`config.mk`:
```
export PLATFORM = sky130hd
export DESIGN_NAME = dmi_crc32_stream_flat
export DESIGN_NICKNAME = d
export VERILOG_FILES = /design/src/rtl/dmi_crc32_stream_if.sv /design/src/rtl/dmi_crc32_stream.sv /design/src/flat_wrapper.sv
export SDC_FILE = /design/constraint.sdc
export NUM_CORES = 1
export LEC_CHECK = 0
export ABC_CLOCK_PERIOD_IN_PS = 6900
export BUFFER_PORTS_ARGS = -buffer_cell sky130_fd_sc_hd__buf_2
export CAP_MARGIN = 20
export CORE_ASPECT_RATIO = 0.9
export CORE_MARGIN = 5
export CORE_UTILIZATION = 46
export CTS_CLUSTER_DIAMETER = 40
export DETAILED_ROUTE_END_ITERATION = 10
export GPL_TIMING_DRIVEN = 0
export SLEW_MARGIN = 20
export SYNTH_ARGS = -nofsm -noshare
export SYNTH_HDL_FRONTEND = slang
export SYNTH_SLANG_ARGS = --single-unit
export TNS_END_PERCENT = 5
```
`constraint.sdc`:
```
create_clock -name i_clk -period 6.9 [get_ports i_clk]
set_input_delay 1.38 -clock i_clk [delete_from_list [all_inputs] [get_ports i_clk]]
set_output_delay 1.38 -clock i_clk [all_outputs]
set_load 0.01 [all_outputs]
```
`src/rtl/dmi_crc32_stream_if.sv`:
```
// Valid/ready beat stream carrying byte lanes plus frame delimiters.
interface dmi_crc32_stream_if #(
  parameter int DATA_BYTES = 2,
  parameter int NBW        = $clog2(DATA_BYTES) + 1
);
  logic                    valid;
  logic                    ready;
  logic [8*DATA_BYTES-1:0] data;
  logic                    sof;
  logic                    eof;
  logic [NBW-1:0]          nbytes;

  modport master (output valid, data, sof, eof, nbytes, input ready);
  modport slave  (input valid, data, sof, eof, nbytes, output ready);
endinterface

```
`src/rtl/dmi_crc32_stream.sv`:
```
// Streaming IEEE 802.3 CRC-32 engine: appends the FCS in generate mode,
// verifies it and forwards the frame unchanged in check mode.
module dmi_crc32_stream #(
  parameter int DATA_BYTES = 2,
  parameter int NBW        = $clog2(DATA_BYTES) + 1
) (
  input  logic               i_clk,
  input  logic               i_rst,
  input  logic               i_mode,
  dmi_crc32_stream_if.slave  s_in,
  dmi_crc32_stream_if.master m_out,
  output logic               o_done,
  output logic [31:0]        o_crc,
  output logic               o_crc_err
);
  localparam int          W          = 8 * DATA_BYTES;
  localparam int          TAIL_LANES = (DATA_BYTES < 4) ? DATA_BYTES : 4;
  localparam logic [3:0]  DB         = 4'(DATA_BYTES);
  localparam logic [31:0] POLY       = 32'hEDB88320;
  localparam logic [31:0] RESIDUE    = 32'hDEBB20E3;

  typedef enum logic [1:0] {ST_IDLE, ST_FRAME, ST_TAIL} state_t;

  state_t         state_q, state_d;
  logic [31:0]    crc_q, crc_d;
  logic           mode_q, mode_d;
  logic           ovalid_q, ovalid_d;
  logic [W-1:0]   odata_q, odata_d;
  logic           osof_q, osof_d;
  logic           oeof_q, oeof_d;
  logic [NBW-1:0] onb_q, onb_d;
  logic           done_q, done_d;
  logic [31:0]    crc_out_q, crc_out_d;
  logic           err_q, err_d;
  logic [31:0]    fcs_q, fcs_d;
  logic [2:0]     tail_q, tail_d;

  logic           out_adv, in_ready, in_fire, accept_beat, mode_eff, tail_last;
  logic [3:0]     lanes, fcs_fit, tail_cnt;
  logic [31:0]    crc_base, crc_new, fcs_now;
  logic [W-1:0]   gen_data, tail_data;

  function automatic logic [31:0] crc_byte(input logic [31:0] c, input logic [7:0] b);
    logic [31:0] r;
    r = c ^ {24'h0, b};
    for (int k = 0; k < 8; k++) begin
      r = r[0] ? ((r >> 1) ^ POLY) : (r >> 1);
    end
    return r;
  endfunction

  assign out_adv     = !ovalid_q || m_out.ready;
  assign in_ready    = out_adv && (state_q != ST_TAIL);
  assign in_fire     = s_in.valid && in_ready;
  assign accept_beat = in_fire && (s_in.sof || (state_q == ST_FRAME));
  assign mode_eff    = s_in.sof ? i_mode : mode_q;
  assign crc_base    = s_in.sof ? 32'hFFFFFFFF : crc_q;

  // Lanes that carry frame bytes on this beat; nbytes of 0 or too large means a full beat.
  always_comb begin
    lanes = DB;
    if (s_in.eof && (s_in.nbytes != '0) && (32'(s_in.nbytes) <= DATA_BYTES)) begin
      lanes = 4'(s_in.nbytes);
    end
  end

  genvar gi;
  generate
    for (gi = 0; gi < DATA_BYTES; gi++) begin : g_lane
      logic [31:0] crc_in;
      logic [31:0] crc_out;
      if (gi == 0) begin : g_first
        assign crc_in = crc_base;
      end else begin : g_next
        assign crc_in = g_lane[gi-1].crc_out;
      end
      assign crc_out = (4'(gi) < lanes) ? crc_byte(crc_in, s_in.data[W-1-8*gi -: 8]) : crc_in;
    end
  endgenerate

  assign crc_new = g_lane[DATA_BYTES-1].crc_out;
  assign fcs_now = ~crc_new;
  assign fcs_fit = ((DB - lanes) > 4'd4) ? 4'd4 : (DB - lanes);

  // FCS goes out LS byte first, starting in the first unused lane of the eof beat.
  always_comb begin
    gen_data = s_in.data;
    for (int j = 0; j < DATA_BYTES; j++) begin
      if ((j >= int'(lanes)) && (j < int'(lanes) + 4)) begin
        gen_data[W-1-8*j -: 8] = fcs_now[8*(j - int'(lanes)) +: 8];
      end
    end
  end

  assign tail_last = ({1'b0, tail_q} <= DB);
  assign tail_cnt  = tail_last ? {1'b0, tail_q} : DB;

  always_comb begin
    tail_data = '0;
    for (int j = 0; j < TAIL_LANES; j++) begin
      if (4'(j) < tail_cnt) begin
        tail_data[W-1-8*j -: 8] = fcs_q[8*j +: 8];
      end
    end
  end

  always_comb begin
    state_d   = state_q;
    crc_d     = crc_q;
    mode_d    = mode_q;
    ovalid_d  = ovalid_q;
    odata_d   = odata_q;
    osof_d    = osof_q;
    oeof_d    = oeof_q;
    onb_d     = onb_q;
    done_d    = 1'b0;
    crc_out_d = crc_out_q;
    err_d     = err_q;
    fcs_d     = fcs_q;
    tail_d    = tail_q;

    if (out_adv) begin
      ovalid_d = 1'b0;
    end

    case (state_q)
      ST_TAIL: begin
        if (out_adv) begin
          ovalid_d = 1'b1;
          odata_d  = tail_data;
          osof_d   = 1'b0;
          oeof_d   = tail_last;
          onb_d    = NBW'(tail_cnt);
          fcs_d    = fcs_q >> W;
          tail_d   = tail_q - 3'(tail_cnt);
          if (tail_last) begin
            state_d = ST_IDLE;
          end
        end
      end
      default: begin
        if (accept_beat) begin
          ovalid_d = 1'b1;
          odata_d  = s_in.data;
          osof_d   = s_in.sof;
          oeof_d   = s_in.eof;
          onb_d    = s_in.nbytes;
          mode_d   = mode_eff;
          crc_d    = crc_new;
          state_d  = ST_FRAME;
          if (s_in.eof) begin
            done_d    = 1'b1;
            crc_out_d = fcs_now;
            err_d     = mode_eff && (crc_new != RESIDUE);
            crc_d     = 32'hFFFFFFFF;
            state_d   = ST_IDLE;
            if (!mode_eff) begin
              odata_d = gen_data;
              if (fcs_fit < 4'd4) begin
                oeof_d  = 1'b0;
                onb_d   = NBW'(DB);
                fcs_d   = fcs_now >> {fcs_fit, 3'b000};
                tail_d  = 3'(4'd4 - fcs_fit);
                state_d = ST_TAIL;
              end else begin
                onb_d = NBW'(lanes + 4'd4);
              end
            end
          end
        end
      end
    endcase
  end

  always_ff @(posedge i_clk) begin
    if (i_rst) begin
      state_q   <= ST_IDLE;
      crc_q     <= 32'hFFFFFFFF;
      mode_q    <= 1'b0;
      ovalid_q  <= 1'b0;
      odata_q   <= '0;
      osof_q    <= 1'b0;
      oeof_q    <= 1'b0;
      onb_q     <= '0;
      done_q    <= 1'b0;
      crc_out_q <= '0;
      err_q     <= 1'b0;
      fcs_q     <= '0;
      tail_q    <= '0;
    end else begin
      state_q   <= state_d;
      crc_q     <= crc_d;
      mode_q    <= mode_d;
      ovalid_q  <= ovalid_d;
      odata_q   <= odata_d;
      osof_q    <= osof_d;
      oeof_q    <= oeof_d;
      onb_q     <= onb_d;
      done_q    <= done_d;
      crc_out_q <= crc_out_d;
      err_q     <= err_d;
      fcs_q     <= fcs_d;
      tail_q    <= tail_d;
    end
  end

  assign s_in.ready   = in_ready;
  assign m_out.valid  = ovalid_q;
  assign m_out.data   = odata_q;
  assign m_out.sof    = osof_q;
  assign m_out.eof    = oeof_q;
  assign m_out.nbytes = onb_q;
  assign o_done       = done_q;
  assign o_crc        = crc_out_q;
  assign o_crc_err    = err_q;
endmodule

```
`src/flat_wrapper.sv`:
```
// flat-port wrapper written by rule: the top's interface ports become plain ports
module dmi_crc32_stream_flat 
#(
  parameter int DATA_BYTES = 2,
  parameter int NBW        = $clog2(DATA_BYTES) + 1
)
  (i_clk, i_rst, i_mode, o_done, o_crc, o_crc_err, s_in_valid, s_in_data, s_in_sof, s_in_eof, s_in_nbytes, s_in_ready, m_out_valid, m_out_data, m_out_sof, m_out_eof, m_out_nbytes, m_out_ready);
  dmi_crc32_stream_if #(.DATA_BYTES(DATA_BYTES), .NBW(NBW)) s_in_i ();
  dmi_crc32_stream_if #(.DATA_BYTES(DATA_BYTES), .NBW(NBW)) m_out_i ();
  input  logic i_clk;
  input  logic i_rst;
  input  logic i_mode;
  output logic o_done;
  output logic [31:0] o_crc;
  output logic o_crc_err;
  input wire logic [$bits(s_in_i.valid)-1:0] s_in_valid;
  input wire logic [$bits(s_in_i.data)-1:0] s_in_data;
  input wire logic [$bits(s_in_i.sof)-1:0] s_in_sof;
  input wire logic [$bits(s_in_i.eof)-1:0] s_in_eof;
  input wire logic [$bits(s_in_i.nbytes)-1:0] s_in_nbytes;
  output wire logic [$bits(s_in_i.ready)-1:0] s_in_ready;
  output wire logic [$bits(m_out_i.valid)-1:0] m_out_valid;
  output wire logic [$bits(m_out_i.data)-1:0] m_out_data;
  output wire logic [$bits(m_out_i.sof)-1:0] m_out_sof;
  output wire logic [$bits(m_out_i.eof)-1:0] m_out_eof;
  output wire logic [$bits(m_out_i.nbytes)-1:0] m_out_nbytes;
  input wire logic [$bits(m_out_i.ready)-1:0] m_out_ready;
  assign s_in_i.valid = s_in_valid;
  assign s_in_i.data = s_in_data;
  assign s_in_i.sof = s_in_sof;
  assign s_in_i.eof = s_in_eof;
  assign s_in_i.nbytes = s_in_nbytes;
  assign s_in_ready = s_in_i.ready;
  assign m_out_valid = m_out_i.valid;
  assign m_out_data = m_out_i.data;
  assign m_out_sof = m_out_i.sof;
  assign m_out_eof = m_out_i.eof;
  assign m_out_nbytes = m_out_i.nbytes;
  assign m_out_i.ready = m_out_ready;
  dmi_crc32_stream #(.DATA_BYTES(DATA_BYTES), .NBW(NBW)) u_core (.i_clk(i_clk), .i_rst(i_rst), .i_mode(i_mode), .s_in(s_in_i), .m_out(m_out_i), .o_done(o_done), .o_crc(o_crc), .o_crc_err(o_crc_err));
endmodule
```
== After elaboration in Yosys (flattened, before gate mapping) ==
Index checks and enable logic that the tools add are counted.

* Register bits after elaboration: 125
* Latch bits: 0
* Bits in writable memories: 0
* Memory bits (read-only): 0
* Input bits: 25
* Output and inout port bits: 56
* Memories: 0

* $add $sub $neg: 7
* $mul: 0
* Divide/modulo/power cells: 0
* Magnitude comparators: 12
* Equality and inequality tests: 7
* Shift operators: 3
* Multiplexer cells: 72
* Bitwise gates (word level): 21
* Reduce and logical (&&, ||, !) cells: 21

{| class="wikitable"
|+ Operators with widths
! operator !! count
|-
| 32-bit 2-to-1 mux || 26
|-
| 13-bit inverter with 14-bit output || 16
|-
| 16-bit 2-to-1 mux || 5
|-
| 32-bit by 32-bit indexed part select with 8-bit output || 2
|-
| 32-bit by 8-bit bitwise XOR with 32-bit output || 2
|-
| 1-bit by 32-bit less-than comparator with 1-bit output (first input constant) || 1
|-
| 2-bit by 32-bit less-than comparator with 1-bit output (first input constant) || 1
|-
| 8-bit 2-to-1 mux || 4
|-
| 32-bit != test (second input constant) || 1
|-
| 32-bit inverter || 1
|-
| 32-bit by 7-bit >> shifter with 32-bit output || 1
|-
| 2-bit 2-to-1 mux || 14
|-
| 3-bit 2-to-1 mux || 7
|-
| 1-bit 2-to-1 mux || 15
|-
| 1-bit by 4-bit less-than comparator with 1-bit output (first input constant) || 3
|-
| 1-bit by 4-bit subtractor with 5-bit output (first input constant) || 2
|-
| 1-bit by 4-bit >= comparator with 1-bit output (first input constant) || 2
|-
| 1-bit logical AND || 8
|-
| 2-bit nonzero test || 4
|-
| 3-bit AND reduction || 2
|-
| 4-bit by 3-bit adder with 5-bit output (second input constant) || 1
|-
| 5-bit AND reduction || 1
|-
| 4-bit by 3-bit > comparator with 1-bit output (second input constant) || 1
|-
| 4-bit by 3-bit less-than comparator with 1-bit output (second input constant) || 1
|-
| 17 further kinds || 22
|}

== Depth between registers and ports, before layout ==
Gate-level depths: netlist of run 1.

* Depth after elaboration: 44
* Mapped depth: 19
* Mapped depth without buffers: 15

== Worst setup path after synthesis of run 1 ==
Ideal clock, no wire load.

* Path type: input-to-reg
* Start: in s_in_eof
* End: reg u_core.err_q (netlist: u_core.o_crc_err)
* Arrival: 5.959 ns
* Required time: 6.769 ns
* Setup slack: 0.810 ns
* Stages: 19
* Buffers on the path: 6
* Path through: nand2_1 nor2_1 buf_2 clkbuf_1 buf_1 buf_1 ha_1 buf_1 buf_1 o22ai_1 or2_1 a22o_1 nand2_1 xnor3_1 xor2_1 a21oi_2 or4b_1 nor4b_1 a31oi_1

* Longest elaborated chain between the ends: 23

{| class="wikitable"
|+ Ends and longest elaborated chain
! element !! line !! source
|-
| start: declaration || flat_wrapper.sv:19 || <nowiki>input wire logic [$bits(s_in_i.eof)-1:0] s_in_eof;</nowiki>
|-
| 1-bit logical AND (2 in a row) || dmi_crc32_stream.sv:62 || <nowiki>if (s_in.eof && (s_in.nbytes != '0) && (32'(s_in.nbytes) <= DATA_BYTES)) begin</nowiki>
|-
| 2-bit 2-to-1 mux || dmi_crc32_stream.sv:62 ||
|-
| 1-bit by 2-bit less-than comparator with 1-bit output || dmi_crc32_stream.sv:77 || <nowiki>assign crc_out = (4'(gi) < lanes) ? crc_byte(crc_in, s_in.data[W-1-8*gi -: 8]) : crc_in;</nowiki>
|-
| 32-bit 2-to-1 mux || dmi_crc32_stream.sv:77 ||
|-
| 32-bit by 8-bit bitwise XOR with 32-bit output || dmi_crc32_stream.sv:45 || <nowiki>r = c ^ {24'h0, b};</nowiki>
|-
| 13-bit inverter with 14-bit output (no source line) || - ||
|-
| 32-bit 2-to-1 mux || dmi_crc32_stream.sv:47 || <nowiki>r = r[0] ? ((r >> 1) ^ POLY) : (r >> 1);</nowiki>
|-
| 32-bit 2-to-1 mux / 13-bit inverter with 14-bit output (equally long branches) || - ||
|-
| [... 6 more ...] || - ||
|-
| 32-bit 2-to-1 mux || dmi_crc32_stream.sv:47 ||
|-
| 13-bit inverter with 14-bit output (no source line) || - ||
|-
| 32-bit 2-to-1 mux || dmi_crc32_stream.sv:47 ||
|-
| 13-bit inverter with 14-bit output (no source line) || - ||
|-
| 32-bit 2-to-1 mux || dmi_crc32_stream.sv:47 ||
|-
| 32-bit 2-to-1 mux || dmi_crc32_stream.sv:77 ||
|-
| 32-bit != test || dmi_crc32_stream.sv:154 || <nowiki>err_d = mode_eff && (crc_new != RESIDUE);</nowiki>
|-
| 1-bit logical AND || dmi_crc32_stream.sv:154 ||
|-
| end signal: assignment || dmi_crc32_stream.sv:201 || <nowiki>err_q <= err_d;</nowiki>
|-
| end: declaration || dmi_crc32_stream.sv:34 || <nowiki>logic err_q, err_d;</nowiki>
|}

Several ways; a longest one is shown, not always the timed one.
A chain may end at the register's enable or synchronous reset.

== Worst setup path in the final report of run 1 ==
Ends and elaborated chain as after synthesis.

==> key figures, run 1 <==
Floorplanning
  – Die height: roughly 140 µm
  – Core ar.: 0.0193 mm²
  – Die Width: between 150 and 200 µm
  – Initial Util: 0.471
  – Num rows: between 40 and 50
  – Die area: 0.0227 mm²
  – # IOs: 81

Min path
  – Hold crit path type: register to register

Worst setup path
  – Critical path's slowest cell: mux2i_1
  – Worst setup EP type: register
  – Worst EP arrival: between 6000 and 7000 ps
  – Reg2reg end: u_core.o_crc_err$_SDFFE_PP0P_
  – CP max stage delay: 730 ps
  – R2r startpoint: u_core.crc_q[1]$_SDFFE_PP1P_
  – Cell family with most CP delay: buffers and inverters
  – CP Cell Sequence: buf_2 -> nand2_1 -> nor2_1 -> clkbuf_4 -> clkbuf_2 -> buf_2 -> clkbuf_4 -> ha_1 -> buf_2 -> buf_2 -> o22ai_1 -> or2_1 -> a22o_1 -> nand2_2 -> xor2_1 -> xnor3_1 -> mux2i_1 -> nand4b_1 -> nor4_1 -> a31oi_1
  – Critical Path Source Type: primary input
  – Crit-path most repeated cell: buf_2
  – Critical Path Start: s_in_eof
  – End of the critical path: u_core.o_crc_err$_SDFFE_PP0P_
  – Crit path buf inv count: 7
  – R2R cell count: 12
  – Reg-to-reg slack, setup: around 2300 ps
  – CP max FO: 12
  – Path type of the worst setup path: primary input to register
  – CP required: 7190 ps
  – Number of cells on the critical path: 20

STA
  – Share of the cycle needed by the critical path after routing: 0.965
  – Slew Limit Fails: 0
  – Setup Skew: 13.8 ps
  – Worst slew pin tran: 1030 ps
  – RSZ-0062 raised after global routing: false
  – TNS Setup: 0 ps
  – Slew HR: 0.297
  – Min Tclk post-route: 6660 ps
  – Final setup fails: 0
  – Fmax achieved: 150 MHz
  – Final hold viol count: 0

Logic synthesis
  – Synthesized area: between 0.009 and 0.01 mm²
  – Ranking of synthesized cells by area: dfxtp_1, xnor2_1, xnor3_1
  – Mapped Nets: 1128
  – Ys flop type: dfxtp_1
  – Ys async rst share: 0
  – Mapped Cells: 1097
  – Cell taking the most area after synthesis: dfxtp_1
  – Ys Warns: 0
  – Mean area per synthesized cell: slightly above 8 µm²
  – Top-area cell type share of the netlist area: 0.276
  – Sequential area share after synthesis: 0.276
  – FF+latch count, synth: 125
  – Post-synth EDFFs: 0
  – Distinct cells, synth: 80

Route
  – Antenna Nets Post-Route: 0
  – # DRC: 0
  – Via count: between 9000 and 10000
  – DRT iter0 DRCs: 1260
  – Iteration count of the initial detailed-routing pass: 5
  – Post-Route WL: roughly 38 mm
  – DR WL/cell: 26.1 µm
  – Vias per Instance: ~6.3

Run status
  – Outcome: complete, no violations

Pwr
  – Leak: 4.32 nW
  – Sequential power share: 0.183
  – Peak VDD IR: 0.000235 V
  – Net Sw Power: around 2.6 mW
  – Internal power: 2.47 mW
  – Power per standard cell area: slightly below 500 mW/mm²
  – Sw frac: 0.511
  – Combinational group share of total power: 0.629
  – Final Total Pwr: 5.04 mW
  – Power share of the clock group: 0.189

Clock tree
  – CTS root buf: clkbuf_16
  – Number of clock sinks: 125
  – CTS Buf Count: 17
  – Reg clk slew, reported paths: 60 ps
  – CTS tree: built
  – Clock latency on the worst-skew pair: 430 ps
  – Longest Clk Path Bufs: 2
  – Htree depth: 4
  – Cts hold-fix bufs: 0

Job
  – Max_cap viols: 0

Placed design
  – Number of port buffers: 73
  – Gp weighted congestion: slightly above 1
  – Placed cells: around 1400
  – HPWL after detailed placement: about 30 mm

Global route
  – Total gr overflow: 0
  – M3 GR Usage: 0.0970
  – Vias in the first global route: 8342
  – Pin count of the biggest net entering global routing: 17
  – GR Util All Layers: 0.337
  – Met2 Usage GRT: 0.461
  – GRT busiest layer: met1
  – First-pass GRT wire length: 55.9 mm
  – M1 GR Usage: 0.514
  – Initial antenna violation count: 0

Finish
  – Share of layout cells above drive strength 1: 0.144
  – Most frequent cells in the layout: dfxtp_1, nand2_1, nor2_1
  – Final Net Count: ~1200
  – Antenna diodes: 0
  – Most common cell after layout, fill and taps aside: dfxtp_1
  – Synth-to-layout area growth: 15.4%
  – Fin cells: 1455
## state kept, by name, summed over array words and instances (netlist names)
signal               cells
u_core.crc_q            32
u_core.fcs_q            32
u_core.o_crc            32
u_core.m_out.data       16
u_core.tail_q            3
u_core.m_out.nbytes      2
u_core.state_q           2
u_core.m_out.eof         1
u_core.m_out.sof         1
u_core.m_out.valid       1
u_core.mode_q            1
u_core.o_crc_err         1
u_core.o_done            1
## cell usage after synthesis (4+ instances only)
master and instances:
nor3_1 30, clkbuf_1 57, nand3_1 18, o211ai_1 42
buf_1 13, and3_1 9, xor3_1 6, ha_1 6
o32ai_1 5, nor2b_1 4, a22o_1 20, a211oi_1 27
nand2b_1 9, o21ai_0 43, a221oi_1 18, o21ai_1 35
buf_2 11, o22ai_1 9, nor4_1 8, mux2i_1 19
a31oi_1 6, dfxtp_1 125, a21o_1 4, xnor2_1 87
and2_1 11, nor2_1 115, a211o_1 4, xnor3_1 22
xor2_1 34, inv_1 8, nand2_1 120, or3_1 5
buf_4 4, a21oi_1 54, o211a_1 7, mux2_2 9
a22oi_1 13, o21a_1 9
## power by group through the flow
stage | Combinational (mW) | Clock (mW) | Sequential (mW)
after floorplan | 1.90 | 0 | 0.920
after global placement | 2.99 | 0 | 0.930
after detailed placement | 2.96 | 0 | 0.930
after CTS | 3.00 | 0.955 | 0.915
after global routing | 3.27 | 0.992 | 0.929
final | 3.17 | 0.951 | 0.921
## worst register-to-register path, stage by stage (launching register included)
cell and delay, ps:
dfxtp_1 300, buf_2 260, xor2_1 250, a21oi_1 150
o211a_1 270, o31ai_2 600, xor2_2 580, xnor3_1 550
xnor2_1 190, o21ai_1 580, nand2_1 100, nor4b_1 450
a31oi_1 140
## worst min-delay path by stage
stage / from / to / slack, ps / cells after the start
after detailed placement: u_core.o_crc[15]$_SDFFE_PP0P_ / u_core.o_crc[15]$_SDFFE_PP0P_ / 440 / 2
after global placement: u_core.o_crc[30]$_SDFFE_PP0P_ / u_core.o_crc[30]$_SDFFE_PP0P_ / 440 / 2
final: u_core.o_crc[15]$_SDFFE_PP0P_ / u_core.o_crc[15]$_SDFFE_PP0P_ / 450 / 2
after floorplan: u_core.fcs_q[16]$_SDFFE_PP0P_ / u_core.fcs_q[16]$_SDFFE_PP0P_ / 430 / 2
after CTS: u_core.o_crc[15]$_SDFFE_PP0P_ / u_core.o_crc[15]$_SDFFE_PP0P_ / 450 / 2
after global routing: u_core.fcs_q[19]$_SDFFE_PP0P_ / u_core.fcs_q[19]$_SDFFE_PP0P_ / 470 / 2
## final cells by class
| class | instances | area (µm²) |
|---|---|---|
| fill | 1884 | 8800 |
| multi-input combinational | 872 | 6240 |
| sequential | 125 | 2500 |
| clock buffer | 17 | 425 |
| timing repair buffer | 76 | 388 |
| buffer | 87 | 378 |
| tap | 250 | 313 |
| clock inverter | 15 | 188 |
| inverter | 13 | 48.8 |
## logic make-up (layout without fill, tap and decap cells)
| group | Yosys count | count (layout) | synth area share |
|---|---|---|---|
| AOI/OAI and AO/OA | 330 | 330 | 0.253 |
| muxes | 30 | 30 | 0.0371 |
| adders and majority gates | 6 | 6 | 0.00827 |
| DFF | 125 | 125 | 0.276 |
| buffers and inverters | 100 | 208 | 0.0455 |
| and+or+nand+nor | 345 | 345 | 0.168 |
| xor gates and xnor gates | 160 | 160 | 0.212 |
| other | 1 | 1 | 0.000413 |
## layer usage
metal | wire length, µm | vias to the layer above
li1 | - | 4160
met2 | 15400 | 544
met5 | 0 | -
met1 | 17300 | 4354
met3 | 4400 | 62
met4 | 901 | 0
## stage by stage
stage / util / setup slack [ps] / hold WS (ps) / cell area [µm²]
after CTS: 0.540 / 110 / 452 / 10400
after global placement: 0.506 / -1730 / 437 / 9760
final: 0.544 / 243 / 451 / 10500
after detailed placement: 0.506 / -1480 / 442 / 9760
after floorplan: - / 810 / 432 / 9080
after global routing: 0.544 / 53.4 / 474 / 10500
## timing repair
item / in CTS / in global routing
endpoints found under the hold margin: 0 / 0
gates resized for setup: 10 / 11
endpoints found under the setup margin: 60 / 9
pin swaps: 0 / 2
buffers inserted: 0 / 3
cloned: 0 / 0
Note: power is estimated with default switching activity, not from simulation.
==> inputs of run 2 (changes only) <==
--- a/config.mk
+++ b/config.mk
@@ -5,7 +5,6 @@
 export SDC_FILE = /design/constraint.sdc
 export NUM_CORES = 1
 export LEC_CHECK = 0
-export ABC_CLOCK_PERIOD_IN_PS = 6900
 export BUFFER_PORTS_ARGS = -buffer_cell sky130_fd_sc_hd__buf_2
 export CAP_MARGIN = 20
 export CORE_ASPECT_RATIO = 0.9
@@ -14,6 +13,7 @@
 export CTS_CLUSTER_DIAMETER = 40
 export DETAILED_ROUTE_END_ITERATION = 10
 export GPL_TIMING_DRIVEN = 0
+export PLACE_DENSITY = 0.75
 export SLEW_MARGIN = 20
 export SYNTH_ARGS = -nofsm -noshare
 export SYNTH_HDL_FRONTEND = slang
==> key figures, run 2 (synthesis results as in run 1) <==
Finish
  – Synth-to-layout area growth: 14.5%
  – Final Net Count: 1221 (-0.16%)
  – Most common cell after layout, fill and taps aside: dfxtp_1
  – Share of layout cells above drive strength 1: 0.140 (-0.00463)
  – Multi-input logic area: 0.00622 mm² (-0.18%)
  – Most frequent cells in the layout: dfxtp_1, nand2_1, nor2_1
  – Core Util, Final: 0.539 (-0.00422)
  – Sequential standard cell area: 0.00250 mm² (unchanged)
  – Fill count: 1830 (-2.9%)
  – Antenna diodes: 0 (unchanged)
  – Post-route design area: 0.0104 mm² (-0.78%)

Placed design
  – Area after DPL: 0.00976 mm² (about the same)
  – Gp weighted congestion: 1.01 (-2.5%)
  – HPWL after detailed placement: 29.7 mm (+1.5%)
  – Place WS: -1630 ps (-154 ps)
  – Number of port buffers: 73 (unchanged)

Route
  – DRT iter0 DRCs: 1261 (+0.079%)
  – DR WL/cell: 26.4 µm (+0.97%)
  – # DRC: 0 (unchanged)
  – Iteration count of the initial detailed-routing pass: 6 (+1)
  – Via count: 9295 (+1.9%)
  – Antenna Nets Post-Route: 0 (unchanged)
  – Post-Route WL: 38.3 mm (+0.76%)
  – Vias per Instance: 6.40 (+2.1%)

STA
  – Fmax achieved: 147 MHz (-2.3%)
  – Final setup fails: 0 (unchanged)
  – RSZ-0062 raised after global routing: false
  – Slew Limit Fails: 0 (unchanged)
  – Setup Skew: 13.6 ps (-0.162 ps)
  – Min Tclk post-route: 6820 ps (+159 ps)
  – Slew HR: 0.227 (-0.0701)
  – Final hold viol count: 0 (unchanged)
  – Share of the cycle needed by the critical path after routing: 0.988 (+0.0230)
  – TNS Setup: 0 ps (unchanged)
  – Final setup margin: 84.2 ps (-159 ps)
  – Worst slew pin tran: 1150 ps (+126 ps)

Floorplanning
  – # IOs: 81 (unchanged)
  – Die Width: 158 µm (unchanged)
  – Die height: 143 µm (unchanged)
  – Initial Util: 0.471 (unchanged)
  – Die area: 0.0227 mm² (unchanged)
  – Core ar.: 0.0193 mm² (unchanged)
  – Num rows: 48 (unchanged)

Clock tree
  – Clock latency on the worst-skew pair: 430 ps (about the same)
  – CTS tree: built
  – Longest Clk Path Bufs: 2 (unchanged)
  – Number of clock sinks: 125 (unchanged)
  – CTS root buf: clkbuf_16
  – Cts hold-fix bufs: 0 (unchanged)
  – CTS Buf Count: 17 (unchanged)
  – Reg clk slew, reported paths: 60 ps (about the same)
  – Htree depth: 4 (unchanged)

Min path
  – Worst hold stages: 2 (unchanged)
  – Hold crit path type: register to register

Pwr
  – Combinational group share of total power: 0.635 (+0.006)
  – Sequential power share: 0.186 (+0.003)
  – Internal power: 2.44 mW (-1.2%)
  – Power per standard cell area: 478 mW/mm² (-0.69%)
  – Peak VDD IR: 0.000284 V (+21%)
  – Leak: 4.28 nW (-0.87%)
  – Net Sw Power: 2.53 mW (-1.7%)
  – Power share of the clock group: 0.179 (-0.010)
  – Sw frac: 0.510 (-0.00107)

Worst setup path
  – Worst EP arrival: 7120 ps (+170 ps)
  – Path type of the worst setup path: primary input to register
  – Worst setup EP type: register
  – Critical Path Source Type: primary input
  – CP max FO: 12 (unchanged)
  – CP required: 7200 ps (about the same)
  – R2R cell count: 12 (unchanged)
  – Reg-to-reg slack, setup: 2310 ps (-30 ps)

Global route
  – Pin count of the biggest net entering global routing: 17 (unchanged)
  – GR Util All Layers: 0.335 (-0.00213)
  – Vias in the first global route: 8504 (+1.9%)
  – First-pass GRT wire length: 55.4 mm (-0.80%)
  – Total gr overflow: 0 (unchanged)
  – Initial antenna violation count: 0 (unchanged)

Job
  – Max_cap viols: 0 (unchanged)

Run status
  – Outcome: complete, no violations
-- run 2: changes by cell type in the layout (fill, tap and decap cells not counted), moves of 2 or more --
| cell | previous run | this run |
|---|---|---|
| inv_8 | 6 | 2 |
| clkinv_4 | 0 | 5 |
| clkinv_8 | 3 | 0 |
| clkbuf_4 | 2 | 0 |
| buf_2 | 86 | 88 |
| buf_4 | 7 | 5 |
-- run 2: area by class of cell --
| type | instances | area share |
|---|---|---|
| clock inverters | 13 | 0.0130 |
| well taps | 250 | 0.0301 |
| repair buffers | 74 | 0.0359 |
| inverters | 13 | 0.00469 |
| flip-flops and latches | 125 | 0.241 |
| multi-input cells | 872 | 0.599 |
| plain buffers | 87 | 0.0357 |
| clock buffers | 18 | 0.0413 |
-- run 2: routing by layer --
layer  part of all wire  global-route usage  routed length, µm
met5                  0                   0                  0
met4              0.036               0.109               1370
met3               0.15               0.131               5720
met2               0.40               0.462              15400
met1               0.41               0.478              15800
-- run 2: timing repair --
item / CTS / global route
gates resized for setup: 10 / 6
setup buffers: 0 / 1
pin swaps: 0 / 1
setup endpoints to repair: 63 / 14
-- run 2: final timing paths --
kind | from | endpoint
min reg2reg | u_core.o_crc[24]$_SDFFE_PP0P_ | u_core.o_crc[24]$_SDFFE_PP0P_
max reg2reg | u_core.crc_q[1]$_SDFFE_PP1P_ | u_core.o_crc_err$_SDFFE_PP0P_
max | s_in_eof | u_core.o_crc_err$_SDFFE_PP0P_
min | u_core.o_crc[24]$_SDFFE_PP0P_ | u_core.o_crc[24]$_SDFFE_PP0P_
-- run 2: worst max-delay path, cell delays in order --
cell	delay, ps
buf_2	160
nand2_1	90
nor2_1	220
buf_2	350
inv_2	180
buf_1	350
clkbuf_2	390
ha_1	340
buf_2	230
nor2b_1	220
a2bb2oi_1	100
o2bb2ai_1	590
xor2_4	380
xor2_2	450
xnor3_1	370
mux2i_1	690
nand4b_1	160
nor4_1	310
a31oi_1	120
-- run 2: power groups by stage --
stage                     Sequential, mW  Combinational (mW)  Clock [mW]
after global placement             0.927                2.96           0
final                              0.921                3.15       0.890
after CTS                          0.914                2.99       0.896
after detailed placement           0.928                2.94           0
after global routing               0.930                3.23       0.930
after floorplan                    0.920                1.90           0
-- run 2: per-stage QoR --
step	total power, mW	hold WS [ps]	std cells
finish	4.97	452	1452
global route	5.09	481	1452
CTS	4.80	452	1451
detailed placement	3.87	441	1420
global placement	3.88	435	1420
floorplan	2.82	432	1097
